File: src/rtl/ctrl_cmd_arbiter_if.sv
// Request/grant handshakes and the issued command bus of the DDR4 command arbiter.
interface ctrl_cmd_arbiter_if;
    logic        act_req;
    logic [1:0]  act_bg;
    logic [1:0]  act_ba;
    logic [14:0] act_row;
    logic        cas_req;
    logic        cas_wr;
    logic [1:0]  cas_bg;
    logic [1:0]  cas_ba;
    logic [9:0]  cas_col;
    logic        pre_req;
    logic [1:0]  pre_bg;
    logic [1:0]  pre_ba;
    logic        ref_req;

    logic        act_gnt;
    logic        cas_gnt;
    logic        pre_gnt;
    logic        ref_gnt;
    logic        cmd_valid;
    logic [2:0]  cmd_type;
    logic [1:0]  cmd_bg;
    logic [1:0]  cmd_ba;
    logic [14:0] cmd_addr;
    logic        ref_busy;

    modport master (
        output act_req, act_bg, act_ba, act_row,
        output cas_req, cas_wr, cas_bg, cas_ba, cas_col,
        output pre_req, pre_bg, pre_ba, ref_req,
        input  act_gnt, cas_gnt, pre_gnt, ref_gnt,
        input  cmd_valid, cmd_type, cmd_bg, cmd_ba, cmd_addr, ref_busy
    );

    modport slave (
        input  act_req, act_bg, act_ba, act_row,
        input  cas_req, cas_wr, cas_bg, cas_ba, cas_col,
        input  pre_req, pre_bg, pre_ba, ref_req,
        output act_gnt, cas_gnt, pre_gnt, ref_gnt,
        output cmd_valid, cmd_type, cmd_bg, cmd_ba, cmd_addr, ref_busy
    );
endinterface

File: src/rtl/ctrl_cmd_arbiter.sv
// Single-issue DDR4 command-bus arbiter: REF > PRE > CAS > ACT with rank-level
// tRRD / tFAW / tCCD / tRFC spacing and registered (1-cycle) grant/command outputs.
module ctrl_cmd_arbiter #(
    parameter int unsigned tRRD = 4,
    parameter int unsigned tFAW = 16,
    parameter int unsigned tCCD = 4,
    parameter int unsigned tRFC = 32
) (
    input  logic             CK_t,
    input  logic             reset,
    ctrl_cmd_arbiter_if.slave bus
);
    localparam int unsigned CNT_W = $clog2((tRFC > tFAW) ? tRFC : tFAW) + 1;

    typedef enum logic { ARB, REF_WAIT } state_t;

    state_t           state, state_nxt;
    logic [CNT_W-1:0] rfc_cnt;
    logic [CNT_W-1:0] ccd_cnt;
    logic [CNT_W-1:0] rrd_cnt;
    logic [CNT_W-1:0] faw_cnt [4];

    logic             rfc_last;
    logic             arb_en;
    logic             faw_free;
    logic [1:0]       faw_sel;
    logic             win_ref, win_pre, win_cas, win_act;
    logic [2:0]       nxt_type;
    logic [1:0]       nxt_bg, nxt_ba;
    logic [14:0]      nxt_addr;

    assign rfc_last = (state == REF_WAIT) && (rfc_cnt == CNT_W'(tRFC - 1));
    // The final blackout cycle already arbitrates so the next command lands at REF + tRFC.
    assign arb_en   = (state == ARB) || rfc_last;

    always_comb begin
        faw_free = 1'b0;
        faw_sel  = '0;
        for (int unsigned i = 0; i < 4; i++) begin
            if (!faw_free && faw_cnt[i] == '0) begin
                faw_free = 1'b1;
                faw_sel  = 2'(i);
            end
        end
    end

    always_comb begin
        win_ref  = 1'b0;
        win_pre  = 1'b0;
        win_cas  = 1'b0;
        win_act  = 1'b0;
        nxt_type = 3'd0;
        nxt_bg   = '0;
        nxt_ba   = '0;
        nxt_addr = '0;
        state_nxt = state;
        // A requester currently holding its grant is masked while it drops req.
        if (arb_en) begin
            if (bus.ref_req && !bus.ref_gnt) begin
                win_ref  = 1'b1;
                nxt_type = 3'd5;
            end else if (bus.pre_req && !bus.pre_gnt) begin
                win_pre  = 1'b1;
                nxt_type = 3'd4;
                nxt_bg   = bus.pre_bg;
                nxt_ba   = bus.pre_ba;
            end else if (bus.cas_req && !bus.cas_gnt && ccd_cnt == '0) begin
                win_cas  = 1'b1;
                nxt_type = bus.cas_wr ? 3'd3 : 3'd2;
                nxt_bg   = bus.cas_bg;
                nxt_ba   = bus.cas_ba;
                nxt_addr = {5'd0, bus.cas_col};
            end else if (bus.act_req && !bus.act_gnt && rrd_cnt == '0 && faw_free) begin
                win_act  = 1'b1;
                nxt_type = 3'd1;
                nxt_bg   = bus.act_bg;
                nxt_ba   = bus.act_ba;
                nxt_addr = bus.act_row;
            end
        end
        case (state)
            ARB:      if (win_ref) state_nxt = REF_WAIT;
            REF_WAIT: if (rfc_last) state_nxt = win_ref ? REF_WAIT : ARB;
            default:  state_nxt = ARB;
        endcase
    end

    always_ff @(posedge CK_t) begin
        if (reset) begin
            state   <= ARB;
            rfc_cnt <= '0;
        end else begin
            state <= state_nxt;
            if (win_ref)
                rfc_cnt <= '0;
            else if (state == REF_WAIT)
                rfc_cnt <= rfc_cnt + 1'b1;
        end
    end

    always_ff @(posedge CK_t) begin
        if (reset) begin
            ccd_cnt <= '0;
            rrd_cnt <= '0;
            for (int unsigned i = 0; i < 4; i++) faw_cnt[i] <= '0;
        end else begin
            ccd_cnt <= win_cas ? CNT_W'(tCCD - 1) : ((ccd_cnt != '0) ? ccd_cnt - 1'b1 : '0);
            rrd_cnt <= win_act ? CNT_W'(tRRD - 1) : ((rrd_cnt != '0) ? rrd_cnt - 1'b1 : '0);
            for (int unsigned i = 0; i < 4; i++) begin
                if (win_act && faw_sel == 2'(i))
                    faw_cnt[i] <= CNT_W'(tFAW - 1);
                else if (faw_cnt[i] != '0)
                    faw_cnt[i] <= faw_cnt[i] - 1'b1;
            end
        end
    end

    always_ff @(posedge CK_t) begin
        if (reset) begin
            bus.act_gnt   <= 1'b0;
            bus.cas_gnt   <= 1'b0;
            bus.pre_gnt   <= 1'b0;
            bus.ref_gnt   <= 1'b0;
            bus.cmd_valid <= 1'b0;
            bus.cmd_type  <= '0;
            bus.cmd_bg    <= '0;
            bus.cmd_ba    <= '0;
            bus.cmd_addr  <= '0;
            bus.ref_busy  <= 1'b0;
        end else begin
            bus.act_gnt   <= win_act;
            bus.cas_gnt   <= win_cas;
            bus.pre_gnt   <= win_pre;
            bus.ref_gnt   <= win_ref;
            bus.cmd_valid <= win_ref | win_pre | win_cas | win_act;
            bus.cmd_type  <= nxt_type;
            bus.cmd_bg    <= nxt_bg;
            bus.cmd_ba    <= nxt_ba;
            bus.cmd_addr  <= nxt_addr;
            bus.ref_busy  <= (state == REF_WAIT) && !rfc_last;
        end
    end
endmodule

File: src/flat_wrapper.sv
// flat-port wrapper written by rule: the top's interface ports become plain ports
module ctrl_cmd_arbiter_flat 
#(
    parameter int unsigned tRRD = 4,
    parameter int unsigned tFAW = 16,
    parameter int unsigned tCCD = 4,
    parameter int unsigned tRFC = 32
)
  (CK_t, reset, bus_act_req, bus_act_bg, bus_act_ba, bus_act_row, bus_cas_req, bus_cas_wr, bus_cas_bg, bus_cas_ba, bus_cas_col, bus_pre_req, bus_pre_bg, bus_pre_ba, bus_ref_req, bus_act_gnt, bus_cas_gnt, bus_pre_gnt, bus_ref_gnt, bus_cmd_valid, bus_cmd_type, bus_cmd_bg, bus_cmd_ba, bus_cmd_addr, bus_ref_busy);
  ctrl_cmd_arbiter_if bus_i ();
  input  logic CK_t;
  input  logic reset;
  input wire logic [$bits(bus_i.act_req)-1:0] bus_act_req;
  input wire logic [$bits(bus_i.act_bg)-1:0] bus_act_bg;
  input wire logic [$bits(bus_i.act_ba)-1:0] bus_act_ba;
  input wire logic [$bits(bus_i.act_row)-1:0] bus_act_row;
  input wire logic [$bits(bus_i.cas_req)-1:0] bus_cas_req;
  input wire logic [$bits(bus_i.cas_wr)-1:0] bus_cas_wr;
  input wire logic [$bits(bus_i.cas_bg)-1:0] bus_cas_bg;
  input wire logic [$bits(bus_i.cas_ba)-1:0] bus_cas_ba;
  input wire logic [$bits(bus_i.cas_col)-1:0] bus_cas_col;
  input wire logic [$bits(bus_i.pre_req)-1:0] bus_pre_req;
  input wire logic [$bits(bus_i.pre_bg)-1:0] bus_pre_bg;
  input wire logic [$bits(bus_i.pre_ba)-1:0] bus_pre_ba;
  input wire logic [$bits(bus_i.ref_req)-1:0] bus_ref_req;
  output wire logic [$bits(bus_i.act_gnt)-1:0] bus_act_gnt;
  output wire logic [$bits(bus_i.cas_gnt)-1:0] bus_cas_gnt;
  output wire logic [$bits(bus_i.pre_gnt)-1:0] bus_pre_gnt;
  output wire logic [$bits(bus_i.ref_gnt)-1:0] bus_ref_gnt;
  output wire logic [$bits(bus_i.cmd_valid)-1:0] bus_cmd_valid;
  output wire logic [$bits(bus_i.cmd_type)-1:0] bus_cmd_type;
  output wire logic [$bits(bus_i.cmd_bg)-1:0] bus_cmd_bg;
  output wire logic [$bits(bus_i.cmd_ba)-1:0] bus_cmd_ba;
  output wire logic [$bits(bus_i.cmd_addr)-1:0] bus_cmd_addr;
  output wire logic [$bits(bus_i.ref_busy)-1:0] bus_ref_busy;
  assign bus_i.act_req = bus_act_req;
  assign bus_i.act_bg = bus_act_bg;
  assign bus_i.act_ba = bus_act_ba;
  assign bus_i.act_row = bus_act_row;
  assign bus_i.cas_req = bus_cas_req;
  assign bus_i.cas_wr = bus_cas_wr;
  assign bus_i.cas_bg = bus_cas_bg;
  assign bus_i.cas_ba = bus_cas_ba;
  assign bus_i.cas_col = bus_cas_col;
  assign bus_i.pre_req = bus_pre_req;
  assign bus_i.pre_bg = bus_pre_bg;
  assign bus_i.pre_ba = bus_pre_ba;
  assign bus_i.ref_req = bus_ref_req;
  assign bus_act_gnt = bus_i.act_gnt;
  assign bus_cas_gnt = bus_i.cas_gnt;
  assign bus_pre_gnt = bus_i.pre_gnt;
  assign bus_ref_gnt = bus_i.ref_gnt;
  assign bus_cmd_valid = bus_i.cmd_valid;
  assign bus_cmd_type = bus_i.cmd_type;
  assign bus_cmd_bg = bus_i.cmd_bg;
  assign bus_cmd_ba = bus_i.cmd_ba;
  assign bus_cmd_addr = bus_i.cmd_addr;
  assign bus_ref_busy = bus_i.ref_busy;
  ctrl_cmd_arbiter #(.tRRD(tRRD), .tFAW(tFAW), .tCCD(tCCD), .tRFC(tRFC)) u_core (.CK_t(CK_t), .reset(reset), .bus(bus_i));
endmodule
File: config.mk
export PLATFORM = sky130hd
export DESIGN_NAME = ctrl_cmd_arbiter_flat
export DESIGN_NICKNAME = d
export VERILOG_FILES = /design/src/rtl/ctrl_cmd_arbiter_if.sv /design/src/rtl/ctrl_cmd_arbiter.sv /design/src/flat_wrapper.sv
export SDC_FILE = /design/constraint.sdc
export NUM_CORES = 1
export LEC_CHECK = 0
export BUFFER_PORTS_ARGS = -buffer_cell sky130_fd_sc_hd__buf_2
export CAP_MARGIN = 10
export CORE_AREA = 5 5 92 86
export CTS_CLUSTER_DIAMETER = 150
export DETAILED_ROUTE_END_ITERATION = 16
export DIE_AREA = 0 0 97 91
export PLACE_DENSITY = 0.7
export SLEW_MARGIN = 20
export SYNTH_ARGS = -nofsm -noshare
export SYNTH_HDL_FRONTEND = slang
export SYNTH_SLANG_ARGS = --single-unit
File: constraint.sdc
create_clock -name CK_t -period 2.15 [get_ports CK_t]
set_input_delay 0.645 -clock CK_t [delete_from_list [all_inputs] [get_ports CK_t]]
set_output_delay 0.645 -clock CK_t [all_outputs]
set_load 0.005 [all_outputs]
Word level (Yosys, flattened, before mapping):

Memory sizes are Yosys's and may differ from the RTL's.
Index checks and enable logic that the tools add are counted.

* logic and storage cells: 170
* latch bits: 0
* RAM bits: 24
* flip-flop bits (word level): 47
* bits of input ports: 44
* memory bits (read-only): 0
* memories: 1

* multiply operators: 0
* $lt $le $gt $ge: 0
* div/mod/pow operators: 0
* mux-type cells: 79
* bitwise logic cells: 16
* add/sub/neg operators: 7
* eq/ne operators: 4
* reductions and logical operators: 45
* shift-type cells: 0

Memories
* u_core.faw_cnt: words 4, width 6, read ports 4, clocked after Yosys merged registers in 0, write ports 4, line ctrl_cmd_arbiter.sv:21 `logic [CNT_W-1:0] faw_cnt [4];`

Operator list (count)
* 1-bit 2-to-1 mux: 53
* 6-bit 2-to-1 mux: 8
* 6-bit logical NOT: 6
* 6-bit nonzero test: 6
* 6-bit by 1-bit subtractor with 6-bit output, second input constant: 6
* 2-bit 2-to-1 mux: 12
* 10-bit 2-to-1 mux: 2
* 1-bit logical AND: 16
* 1-bit bitwise OR: 11
* 3-bit 2-to-1 mux: 3
* 3-bit OR reduction: 3
* 1-bit logical NOT: 8
* 6-bit by 1-bit adder with 6-bit output, second input constant: 1
* 6-bit by 5-bit == test with 1-bit output, second input constant: 1
* 6-bit OR reduction: 1
* 1-bit NOT: 5
* 2-bit == test, second input constant: 2
* 2-bit OR reduction: 2
* 4-bit OR reduction: 1
* 2-bit by 1-bit == test with 1-bit output, second input constant: 1
* 2-bit logical NOT: 1
* 1-bit case mux with 2 select lines: 1
* 1-bit logical OR: 1

Longest topological paths before layout:

Gate-level depths: netlist of run 1.
An unclocked memory read counts as a cell.

* depth after elaboration: 24
* mapped depth: 9
* mapped depth without buffers: 8

Worst setup path after synthesis of run 1:

OpenSTA, ideal clock, no wires.

* kind: register to register
* start: memory u_core.faw_cnt[1][0] in the netlist's numbering
* end: memory u_core.faw_cnt[1][0] in the netlist's numbering, enable pin
* path buffers: 0
* path slack: -0.238 ns
* required time: 1.825 ns
* arrival time: 2.063 ns
* stages on the path, launching flop included: 8
* path through: edfxtp_1 -> inv_1 -> ha_1 -> or4b_4 -> a2bb2oi_2 -> a311oi_4 -> nand3_1 -> nand3b_1

RTL lines (line)
* from (decl): ctrl_cmd_arbiter.sv:21

==> impl_summary.log, run 1 <==
INFO  metric grt_antenna_before_repair = 0
INFO  metric status = complete, but fails checks
INFO  metric synth_fp_nets = 358
INFO  metric antenna_cells = 0
INFO  metric postSynth.topFlopCell = sky130_fd_sc_hd__dfxtp_1
INFO  metric n_fill_cell = 542
INFO  metric io-pin-count = 72
INFO  metric h-tree-depth = 3
INFO  metric ctsLongestPathBuffers = 2
INFO  metric top_post_synthesis_cells_by_area = sky130_fd_sc_hd__dfxtp_1 30%, sky130_fd_sc_hd__edfxtp_1 23%, sky130_fd_sc_hd__nor2_1 5.4%
INFO  metric power_density = 1300 nW/um^2
INFO  metric via_count = 2569
INFO  metric placement_rows = 29
INFO  metric tritoncts_clock_tree = done
INFO  metric skew = 10.8 ps
INFO  metric first_global_vias = 2472
INFO  metric synth_sequential_area_ratio = 52.4%
INFO  metric cts-root-buf = sky130_fd_sc_hd__clkbuf_8
INFO  metric clkTransAtPathRegs = 80 ps
INFO  metric clock.fmax = 448 MHz
INFO  metric drtIter0Drc = 106
INFO  metric pre_cts_ws = -113 ps
INFO  metric power.static_leakage = 1.91 nW
INFO  metric synth_most_common_cell = sky130_fd_sc_hd__dfxtp_1
INFO  metric final_antenna_net_count = 0
INFO  metric tritoncts.num_buffers = 9
INFO  metric fin_util = 62.7%
INFO  metric cts_hold_buffers = 0
INFO  metric synth_cells = 303
INFO  metric failed_checks = setup timing
INFO  metric report.final.setup_viol = 34
INFO  metric timing_worst_slew_pin_value = 580 ps
INFO  metric ys_top_cells_by_count = 47 x sky130_fd_sc_hd__dfxtp_1, 46 x sky130_fd_sc_hd__nor2_1, 24 x sky130_fd_sc_hd__edfxtp_1
INFO  metric globalRouteTotalUtil = 15.5%
INFO  metric worst_ep_required_time = 2210 ps
INFO  metric timing.final.max_slew_violations = 0
INFO  metric worst_ir_drop_vdd = 0.000484 V
INFO  metric maxCapViolCount = 0
INFO  metric post_route_cells_drive_above_1_share = 38.3%
INFO  metric cp_slowest_cell = sky130_fd_sc_hd__or4b_4
INFO  metric worst_slew_margin_rel = 61.2%
INFO  metric timing.critical_path.arrival = 2300 ps
INFO  metric drcViolationCount = 0
INFO  metric portion_of_synthesized_cell_area_occupied_by_the_leading_cell_type = 29.7%
INFO  metric post-route-min-period = 2230 ps
INFO  metric post-route-period-util = 104%
INFO  metric firstDrtPassIters = 4
INFO  metric post_synth_design_cell_area = 3170 um^2
INFO  metric globalplace.congestion = 0.797
INFO  metric design.die.area = 8830 um^2
INFO  metric worst_setup_path_end_kind = flop
INFO  metric wl_per_cell = 13.9 um
INFO  metric timing.critical_path.slowest_cell_delay = 490 ps
INFO  metric count_of_flip_flops_with_a_built_in_enable_after_synthesis = 24
INFO  metric post_drt_via_cell_ratio = 5.03
INFO  metric critPathKind = flop to flop
INFO  metric grt_first_pass_wirelength = 11200 um
INFO  metric grt-ovfl-total = 0
INFO  metric core-area = 6860 um^2
INFO  metric yosys.cell_types.count = 51
INFO  metric cp_max_fo = 6
INFO  metric post_layout_net_count = 468
INFO  metric timing.hold.worst.class = flop to flop
INFO  metric maximum_number_of_pins_on_one_net_before_global_route_repair = 14
INFO  metric cp_cell_sequence = inv_2 > ha_4 > or4b_4 > a2bb2oi_4 > a311oi_4 > nand3_2 > nand3b_1 > buf_6
INFO  metric layout_setup_ws = -80.6 ps
INFO  metric hold_violations = 0
INFO  metric cell_taking_the_most_area_after_synthesis = sky130_fd_sc_hd__dfxtp_1
INFO  metric synthesis.yosys.warnings = 0
INFO  metric critPathLaunchType = flop
INFO  metric layout-area-overhead-vs-synth = 35.7%
INFO  metric yosys_register_bits = 71
INFO  metric floorplan.initialDensity = 46.3%
INFO  metric die_h = 91 um
INFO  metric tritoncts_num_sinks = 71
INFO  metric io_buffers = 71
INFO  metric unrepaired_setup_endpoints_after_global_routing = true
INFO  metric clk_latency = 350 ps
INFO  metric die_w = 97 um
INFO  metric detailedPlacementHpwl = 5000 um
INFO  metric totalWireLength = 7110 um
INFO  metric synth_async_sr_flop_share = 0%
INFO  metric postSynthAreaPerCell = 10.5 um^2
[metal layers]
layer  vias to the layer above  GRT usage [%]  wire length, um
met5                         -              0                0
met4                         0           6.32               53
met3                         4           4.52              266
met2                        48           25.3             3540
met1                      1220           19.2             3240
li1                       1297              -                -
[power breakdown]
part	switching, mW	total, mW	internal [mW]	leakage, nW
clock	0.521	1.14	0.615	0.110
combinational	1.23	2.43	1.20	1.14
sequential	0.234	2.04	1.81	0.657
[path summary, 6_finish.rpt]
kind	start	endpoint	slack [ps]	depth (start not counted)
hold reg to reg	u_core.ccd_cnt[0]$_SDFF_PP0_	u_core.ccd_cnt[0]$_SDFF_PP0_	460	1
hold / removal	u_core.ccd_cnt[0]$_SDFF_PP0_	u_core.ccd_cnt[0]$_SDFF_PP0_	460	1
setup / recovery	u_core.faw_cnt[1][0]$_SDFFCE_PN0P_	u_core.faw_cnt[1][2]$_SDFFCE_PN0P_	-80	8
setup reg to reg	u_core.faw_cnt[1][0]$_SDFFCE_PN0P_	u_core.faw_cnt[1][2]$_SDFFCE_PN0P_	-80	8
[critical path: cells and delay by family, from the launching register on]
family / cells / cell delay, ps
compound gates: 2 / 430
fa+ha+maj: 1 / 130
buf+inv: 2 / 230
flops: 1 / 420
simple gates: 3 / 740
[layout by cell type (no fill, tap or decap), types with 10 or more instances in the layout]
cell type	instances
sky130_fd_sc_hd__buf_2	71
sky130_fd_sc_hd__buf_4	31
sky130_fd_sc_hd__dfxtp_1	47
sky130_fd_sc_hd__edfxtp_1	24
sky130_fd_sc_hd__ha_1	10
sky130_fd_sc_hd__inv_1	12
sky130_fd_sc_hd__nand2_1	12
sky130_fd_sc_hd__nor2_1	46
sky130_fd_sc_hd__nor3_1	14
sky130_fd_sc_hd__xnor2_1	15
sky130_fd_sc_hd__xor2_1	12
[through the flow]
step | TNS (ps) | instance area (um^2) | hold slack [ps] | power (mW) | cells
detailed placement | -2330 | 3810 | 445 | 4.10 | 487
finish | -1170 | 4300 | 459 | 5.61 | 511
floorplan | -1650 | 3190 | 419 | 3.46 | 303
CTS | -331 | 4090 | 464 | 5.37 | 508
global route | -5250 | 4300 | 475 | 5.98 | 511
global placement | -316 | 3810 | 438 | 4.04 | 487
[flip-flops by register name, summed over array words and instances, names as in the netlist]
name                  flops
u_core.bus.act_gnt        1
u_core.bus.cas_gnt        1
u_core.rfc_cnt            6
u_core.bus.ref_gnt        1
u_core.bus.cmd_type       3
u_core.state              1
u_core.bus.cmd_ba         2
u_core.bus.cmd_valid      1
u_core.faw_cnt           24
u_core.bus.ref_busy       1
u_core.bus.cmd_bg         2
u_core.ccd_cnt            6
u_core.bus.cmd_addr      15
u_core.rrd_cnt            6
u_core.bus.pre_gnt        1
[layout make-up]
class	instances	area, um^2	share of cell area, %
repair inverters	1	11.3	0.262
clock inverters	5	62.6	1.45
multi-input cells	210	1580	36.8
inverters	14	65.1	1.51
flip-flops and latches	71	1660	38.6
clock buffers	11	153	3.55
repair buffers	106	651	15.1
well taps	93	116	2.70
[timing repair]
item	CTS	global route
setup buffers	5	2
endpoints found under the setup margin	40	55
pin swaps	4	18
cloned	0	1
gates resized for setup	8	39
[cells by family after synthesis]
logic type	share of synthesized area [%]
AND/OR/NAND/NOR	19.4
flip-flops	52.4
AO/OA/AOI/OAI	12.5
XOR/XNOR	7.46
buffers and inverters	3.59
adder cells (fa/ha/maj)	4.34
multiplexers	0.316
(Power assumes the default switching activity.)
==> run 2, diff against run 1 <==
CORE_AREA = 5 5 100 79   (was 5 5 92 86)
DIE_AREA = 0 0 105 84   (was 0 0 97 91)
PLACE_DENSITY = 0.71   (was 0.7)
==> run 2 against run 1 <==
  * The run still ends with setup timing left
  * Via count shrank 2.6%
  * Core utilization shrank 3.5 points
  * First-iteration DRC count grew 19%
  * Final area shrank 4.1%
  * Register-to-register slack is essentially flat
  * Worst hold slack gained 13 ps
  * Setup slack gained 5.0 ps
  * Final cell count shrank 1.8%
  * Maximum frequency grew 0.22%
  * Clock power grew 11%
  * Critical path type unchanged
  * Largest power group unchanged
  * Highest routed layer unchanged
==> impl_summary.log, run 2 (same netlist as run 1, synthesis figures left out) <==
INFO  metric status = complete, but fails checks
INFO  metric failed_checks = setup timing
INFO  metric post_layout_net_count = 465
INFO  metric globalRouteTotalUtil = 15.7%
INFO  metric maximum_number_of_pins_on_one_net_before_global_route_repair = 13
INFO  metric post-route-period-util = 104%
INFO  metric maxCapViolCount = 0
INFO  metric pre_cts_ws = -126 ps
INFO  metric worst_setup_path_end_kind = flop
INFO  metric globalplace.congestion = 0.808
INFO  metric n_fill_cell = 590
INFO  metric largest_register_ffs = 24
INFO  metric worst_ep_required_time = 2210 ps
INFO  metric cp_max_fo = 6
INFO  metric multiInputGateArea = 1440 um^2
INFO  metric drtIter0Drc = 126
INFO  metric cts-root-buf = sky130_fd_sc_hd__clkbuf_8
INFO  metric worst_ir_drop_vdd = 0.000405 V
INFO  metric drcViolationCount = 0
INFO  metric antenna_cells = 0
INFO  metric holdWs = 472 ps
INFO  metric post_drt_via_cell_ratio = 4.99
INFO  metric timing_worst_slew_pin_value = 410 ps
INFO  metric wl_per_cell = 13.3 um
INFO  metric floorplan.initialDensity = 45.6%
INFO  metric post-route-min-period = 2230 ps
INFO  metric h-tree-depth = 3
INFO  metric regArea = 1660 um^2
INFO  metric grt_antenna_before_repair = 0
INFO  metric timing.final.max_slew_violations = 0
INFO  metric clk_latency = 350 ps
INFO  metric critPathLaunchType = flop
INFO  metric via_count = 2503
INFO  metric final_antenna_net_count = 0
INFO  metric tritoncts_clock_tree = done
INFO  metric timing.critical_path.slowest_cell_delay = 500 ps
INFO  metric largest_registers = u_core.faw_cnt x24, u_core.bus.cmd_addr x15
INFO  metric power_density = 1320 nW/um^2
INFO  metric placement_rows = 27
INFO  metric clock.fmax = 449 MHz
INFO  metric skew = 8.85 ps
INFO  metric first_global_vias = 2430
INFO  metric design.die.area = 8820 um^2
INFO  metric timing.critical_path.arrival = 2290 ps
INFO  metric final_cell_mix = 71 x sky130_fd_sc_hd__buf_2, 47 x sky130_fd_sc_hd__dfxtp_1, 46 x sky130_fd_sc_hd__nor2_1, 30 x sky130_fd_sc_hd__buf_4, 24 x sky130_fd_sc_hd__edfxtp_1
INFO  metric clkTransAtPathRegs = 70 ps
INFO  metric cp_slowest_cell = sky130_fd_sc_hd__or4b_4
INFO  metric io_buffers = 71
INFO  metric cp_cell_sequence = inv_1 > ha_2 > or4b_4 > a2bb2oi_2 > a311oi_4 > nand3_1 > nand3b_1 > buf_6
INFO  metric critPathKind = flop to flop
INFO  metric layout-area-overhead-vs-synth = 30.1%
INFO  metric io-pin-count = 72
INFO  metric post_route_cells_drive_above_1_share = 35.9%
INFO  metric ctsLongestPathBuffers = 2
INFO  metric biggest_register = u_core.faw_cnt
INFO  metric report.final.setup_viol = 21
INFO  metric timing.hold.worst.class = flop to flop
INFO  metric cts_hold_buffers = 0
INFO  metric firstDrtPassIters = 4
INFO  metric tritoncts.num_buffers = 9
INFO  metric detailedPlacementHpwl = 5070 um
INFO  metric power.static_leakage = 1.84 nW
INFO  metric worst_slew_margin_rel = 72.4%
INFO  metric tritoncts_num_sinks = 71
INFO  metric totalWireLength = 6660 um
INFO  metric grt_first_pass_wirelength = 11300 um
INFO  metric layout_setup_ws = -75.7 ps
INFO  metric die_w = 105 um
INFO  metric core-area = 6960 um^2
INFO  metric layout.cells.most_common = sky130_fd_sc_hd__buf_2
INFO  metric die_h = 84 um
INFO  metric hold_violations = 0
INFO  metric unrepaired_setup_endpoints_after_global_routing = true
INFO  metric grt-ovfl-total = 0
## run 2: cell types whose count changed in the layout (fill, tap and decap cells not counted), moves of 4 or more
| cell | delta |
|---|---|
| sky130_fd_sc_hd__a221oi_2 | -4 |
| sky130_fd_sc_hd__o21ai_0 | +8 |
| sky130_fd_sc_hd__a22o_2 | +9 |
| sky130_fd_sc_hd__a22o_4 | -9 |
| sky130_fd_sc_hd__o21ai_1 | -6 |
| sky130_fd_sc_hd__a221oi_1 | +4 |
## run 2: worst paths after layout
path	from	to	slack, ps	depth (start not counted)
worst max-delay path	u_core.faw_cnt[1][0]$_SDFFCE_PN0P_	u_core.faw_cnt[1][1]$_SDFFCE_PN0P_	-80	8
worst min-delay path	u_core.ccd_cnt[0]$_SDFF_PP0_	u_core.ccd_cnt[0]$_SDFF_PP0_	470	1
worst max register to register	u_core.faw_cnt[1][0]$_SDFFCE_PN0P_	u_core.faw_cnt[1][1]$_SDFFCE_PN0P_	-80	8
worst min register to register	u_core.ccd_cnt[0]$_SDFF_PP0_	u_core.ccd_cnt[0]$_SDFF_PP0_	470	1
## run 2: power by group
part           internal, mW  switching (mW)  total (mW)
clock network         0.769           0.492        1.26
logic                  1.05            1.12        2.17
registers              1.81           0.221        2.03
## run 2: worst max-delay path, delay by kind of cell (launching register included)
kind	cells	cell delay, ps
fa+ha+maj	1	170
simple gates	3	760
flops	1	390
buf+inv	2	200
compound gates	2	410
## run 2: routing by layer
layer / wire [um] / GRT usage [%] / share of wire, % / up-vias
li1: - / - / - / 1288
met1: 3110 / 20.4 / 47 / 1158
met2: 3150 / 24.6 / 47 / 46
met3: 284 / 4.33 / 4.3 / 11
met4: 116 / 6.27 / 1.7 / 0
met5: 0 / 0 / 0 / -
## run 2: area by class of cell
cell class                 instances  share of cell area [%]
tap                               87                    2.64
clock inverter                     6                    2.64
multi-input combinational        210                    35.0
sequential                        71                    40.3
clock buffer                      10                    3.09
inverter                          14                    1.46
timing repair buffer             104                    14.9
## run 2: stage by stage
stage | setup TNS (ps) | utilization, % | cell area (um^2) | std cells | power [mW]
after floorplan | -1650 | - | 3190 | 303 | 3.46
final | -773 | 59.3 | 4130 | 502 | 5.46
after global placement | -354 | 54.6 | 3800 | 481 | 4.02
after CTS | -599 | 58.7 | 4090 | 501 | 5.45
after detailed placement | -2810 | 54.6 | 3800 | 481 | 4.09
after global routing | -4460 | 59.3 | 4130 | 502 | 5.87
## run 2: repair_timing
item	in CTS	in global routing
resized for setup	6	10
pin swaps	3	3
endpoints found under the setup margin	44	59
setup buffers	4	1
==> run 3, diff against run 2 <==
ABC_AREA = 1   (was unset)
CORE_AREA = 5 5 101 80   (was 5 5 100 79)
DIE_AREA = 0 0 106 85   (was 0 0 105 84)
==> run 3 against run 2 <==
  * Register-to-register slack improved by 260 ps
  * Setup slack improved by 260 ps
  * The run now ends clean
  * Worst hold slack got worse by 14 ps
  * Largest power group is now registers
  * Sequential share of layout area rose by 0.87 points
  * Global-route usage rose by 0.095 points
  * Clock skew barely moved
  * Maximum frequency rose by 13%
  * Critical endpoint is now u_core.faw_cnt[2][5]$_SDFFCE_PN0P_
  * Core utilization fell by 1.8 points
==> impl_summary.log, run 3 <==
INFO  metric fin_total_pwr = 4.09 mW
INFO  metric clock.fmax = 509 MHz
INFO  metric post-route-min-period = 1960 ps
INFO  metric clk_latency = 350 ps
INFO  metric grt_first_pass_wirelength = 11300 um
INFO  metric synth_cells = 383
INFO  metric timing.critical_path.mode_cell = sky130_fd_sc_hd__nand3_1
INFO  metric maxCapViolCount = 0
INFO  metric timing.critical_path.slowest_cell_delay = 370 ps
INFO  metric n_fill_cell = 640
INFO  metric postSynthAreaPerCell = 8.63 um^2
INFO  metric largest_register_ffs = 24
INFO  metric postSynth.topFlopCell = sky130_fd_sc_hd__dfxtp_1
INFO  metric globalRouteTotalUtil = 15.8%
INFO  metric final_antenna_net_count = 0
INFO  metric core-area = 7030 um^2
INFO  metric cell_taking_the_most_area_after_synthesis = sky130_fd_sc_hd__dfxtp_1
INFO  metric antenna_cells = 0
INFO  metric post_drt_via_cell_ratio = 4.72
INFO  metric floorplan.initialDensity = 47.0%
INFO  metric reported_net_switching_power = 1.42 mW
INFO  metric post_synth_design_cell_area = 3310 um^2
INFO  metric tritoncts_clock_tree = done
INFO  metric drtIter0Drc = 146
INFO  metric critPathLaunchType = flop
INFO  metric yosys.cell_types.count = 31
INFO  metric synth_async_sr_flop_share = 0%
INFO  metric layout-area-overhead-vs-synth = 22.1%
INFO  metric design.die.area = 9010 um^2
INFO  metric tritoncts_num_sinks = 71
INFO  metric layout.cells.most_common = sky130_fd_sc_hd__buf_2
INFO  metric io_buffers = 71
INFO  metric drcViolationCount = 0
INFO  metric skew = 9.29 ps
INFO  metric worst_ir_drop_vdd = 0.000526 V
INFO  metric portion_of_synthesized_cell_area_occupied_by_the_leading_cell_type = 28.5%
INFO  metric via_count = 2671
INFO  metric maximum_number_of_pins_on_one_net_before_global_route_repair = 14
INFO  metric globalplace.congestion = 0.849
INFO  metric ctsLongestPathBuffers = 2
INFO  metric count_of_flip_flops_with_a_built_in_enable_after_synthesis = 24
INFO  metric die_h = 85 um
INFO  metric die_w = 106 um
INFO  metric final.setup.tns = 0 ps
INFO  metric unrepaired_setup_endpoints_after_global_routing = false
INFO  metric biggest_register = u_core.faw_cnt
INFO  metric grt_antenna_before_repair = 0
INFO  metric power_density = 1010 nW/um^2
INFO  metric wl_per_cell = 12.0 um
INFO  metric synthesis.yosys.warnings = 0
INFO  metric first_global_vias = 2588
INFO  metric yosys_register_bits = 71
INFO  metric hold_violations = 0
INFO  metric detailedPlacementHpwl = 5350 um
INFO  metric p_clk_share = 22.8%
INFO  metric final_instance_count_without_filler_cells = 566
INFO  metric worst_slew_margin_rel = 78.9%
INFO  metric cts-root-buf = sky130_fd_sc_hd__clkbuf_8
INFO  metric synth_most_common_cell = sky130_fd_sc_hd__nor2_1
INFO  metric power.share.combinational = 32.7%
INFO  metric status = completed
INFO  metric critPathKind = flop to flop
INFO  metric timing.hold.worst.class = flop to flop
INFO  metric timing_worst_slew_pin_value = 316 ps
INFO  metric cp_slowest_cell = sky130_fd_sc_hd__dfxtp_1
INFO  metric clkTransAtPathRegs = 80 ps
INFO  metric synth_fp_nets = 438
INFO  metric timing.final.max_slew_violations = 0
INFO  metric timing.critical_path.arrival = 1990 ps
INFO  metric worst_ep_required_time = 2170 ps
INFO  metric cp_cell_sequence = ha_1 > nand3_1 > o21ai_2 > nand2_2 > nor2_4 > nand4_1 > nand3_1
INFO  metric totalWireLength = 6760 um
INFO  metric ys_top_cells_by_count = 65 x sky130_fd_sc_hd__nor2_1, 61 x sky130_fd_sc_hd__nand2_1, 52 x sky130_fd_sc_hd__inv_1
INFO  metric largest_registers = u_core.faw_cnt x24, u_core.bus.cmd_addr x15
INFO  metric post_layout_net_count = 529
INFO  metric switching_share = 34.7%
INFO  metric cp_max_fo = 6
INFO  metric post-route-period-util = 91.4%
INFO  metric tritoncts.num_buffers = 9
INFO  metric top_post_synthesis_cells_by_area = sky130_fd_sc_hd__dfxtp_1 28%, sky130_fd_sc_hd__edfxtp_1 22%, sky130_fd_sc_hd__nor2_1 7.4%
INFO  metric synth_sequential_area_ratio = 50.3%
INFO  metric placement_rows = 27
INFO  metric firstDrtPassIters = 4
INFO  metric report.final.setup_viol = 0
INFO  metric io-pin-count = 72
INFO  metric p_int = 2.67 mW
INFO  metric final_cell_mix = 71 x sky130_fd_sc_hd__buf_2, 65 x sky130_fd_sc_hd__nor2_1, 61 x sky130_fd_sc_hd__nand2_1, 52 x sky130_fd_sc_hd__inv_1, 47 x sky130_fd_sc_hd__dfxtp_1
INFO  metric post_route_cells_drive_above_1_share = 27.8%
INFO  metric seq_power_share = 44.6%
INFO  metric worst_setup_path_end_kind = flop
INFO  metric grt-ovfl-total = 0
INFO  metric h-tree-depth = 3
INFO  metric power.static_leakage = 1.98 nW
INFO  metric post-place-cells = 550
-- run 3: per-stage QoR --
stage / area, um^2 / hold slack [ps] / worst slack, ps / util, %
CTS: 4030 / 457 / 170 / 57.4
detailed placement: 3860 / 445 / 85.2 / 55.0
global placement: 3860 / 441 / 140 / 55.0
finish: 4040 / 457 / 185 / 57.5
floorplan: 3310 / 426 / 69.6 / -
global route: 4040 / 466 / 0.267 / 57.5
-- run 3: power by group through the flow --
stage               Clock, mW  Combinational (mW)  Sequential [mW]
global route             1.02                1.54             1.85
detailed placement          0                1.33             1.85
CTS                     0.960                1.34             1.82
floorplan                   0                1.00             1.82
global placement            0                1.30             1.84
finish                  0.931                1.33             1.82
-- run 3: path summary, 6_finish.rpt --
check                                  from                            endpoint  slack (ps)  cells past startpoint
max          u_core.rfc_cnt[0]$_SDFFE_PP0P_  u_core.faw_cnt[2][5]$_SDFFCE_PN0P_         190                      7
min            u_core.ccd_cnt[0]$_SDFF_PP0_        u_core.ccd_cnt[0]$_SDFF_PP0_         460                      1
max reg2reg  u_core.rfc_cnt[0]$_SDFFE_PP0P_  u_core.faw_cnt[2][5]$_SDFFCE_PN0P_         190                      7
min reg2reg    u_core.ccd_cnt[0]$_SDFF_PP0_        u_core.ccd_cnt[0]$_SDFF_PP0_         460                      1
-- run 3: timing repair --
action / 4_1_cts / 5_1_grt
hold buffers: 0 / 0
endpoints found under the setup margin: 0 / 6
gates resized for setup: 0 / 1
setup buffers: 0 / 0
-- run 3: cell families (layout without fill, tap and decap cells) --
family / after synthesis / in the layout / synth area share, %
simple gates: 172 / 172 / 23.5
buf+inv: 62 / 158 / 7.80
xor+xnor: 21 / 21 / 5.56
fa+ha+maj: 11 / 11 / 4.16
compound gates: 46 / 46 / 8.71
flops: 71 / 71 / 50.3
-- run 3: cell type report --
| cell class | instances | area, um^2 | area share (%) |
|---|---|---|---|
| flip-flops and latches | 71 | 1660 | 41.2 |
| inverters | 52 | 195 | 4.83 |
| clock buffers | 10 | 128 | 3.16 |
| clock inverters | 6 | 42.5 | 1.05 |
| well taps | 87 | 109 | 2.70 |
| multi-input cells | 250 | 1390 | 34.5 |
| repair buffers | 90 | 510 | 12.6 |
-- run 3: layer usage --
metal	global-route usage, %	wire length, um
met1	18.5	3100
met2	24.7	2950
met3	7.98	618
met4	6.24	91
met5	0	0
-- run 3: critical path: cells and delay by family (launching register included) --
family,cells,cell delay (ps)
flip-flops,1,370
AO/OA/AOI/OAI,1,260
AND/OR/NAND/NOR,5,800
adder cells (fa/ha/maj),1,210
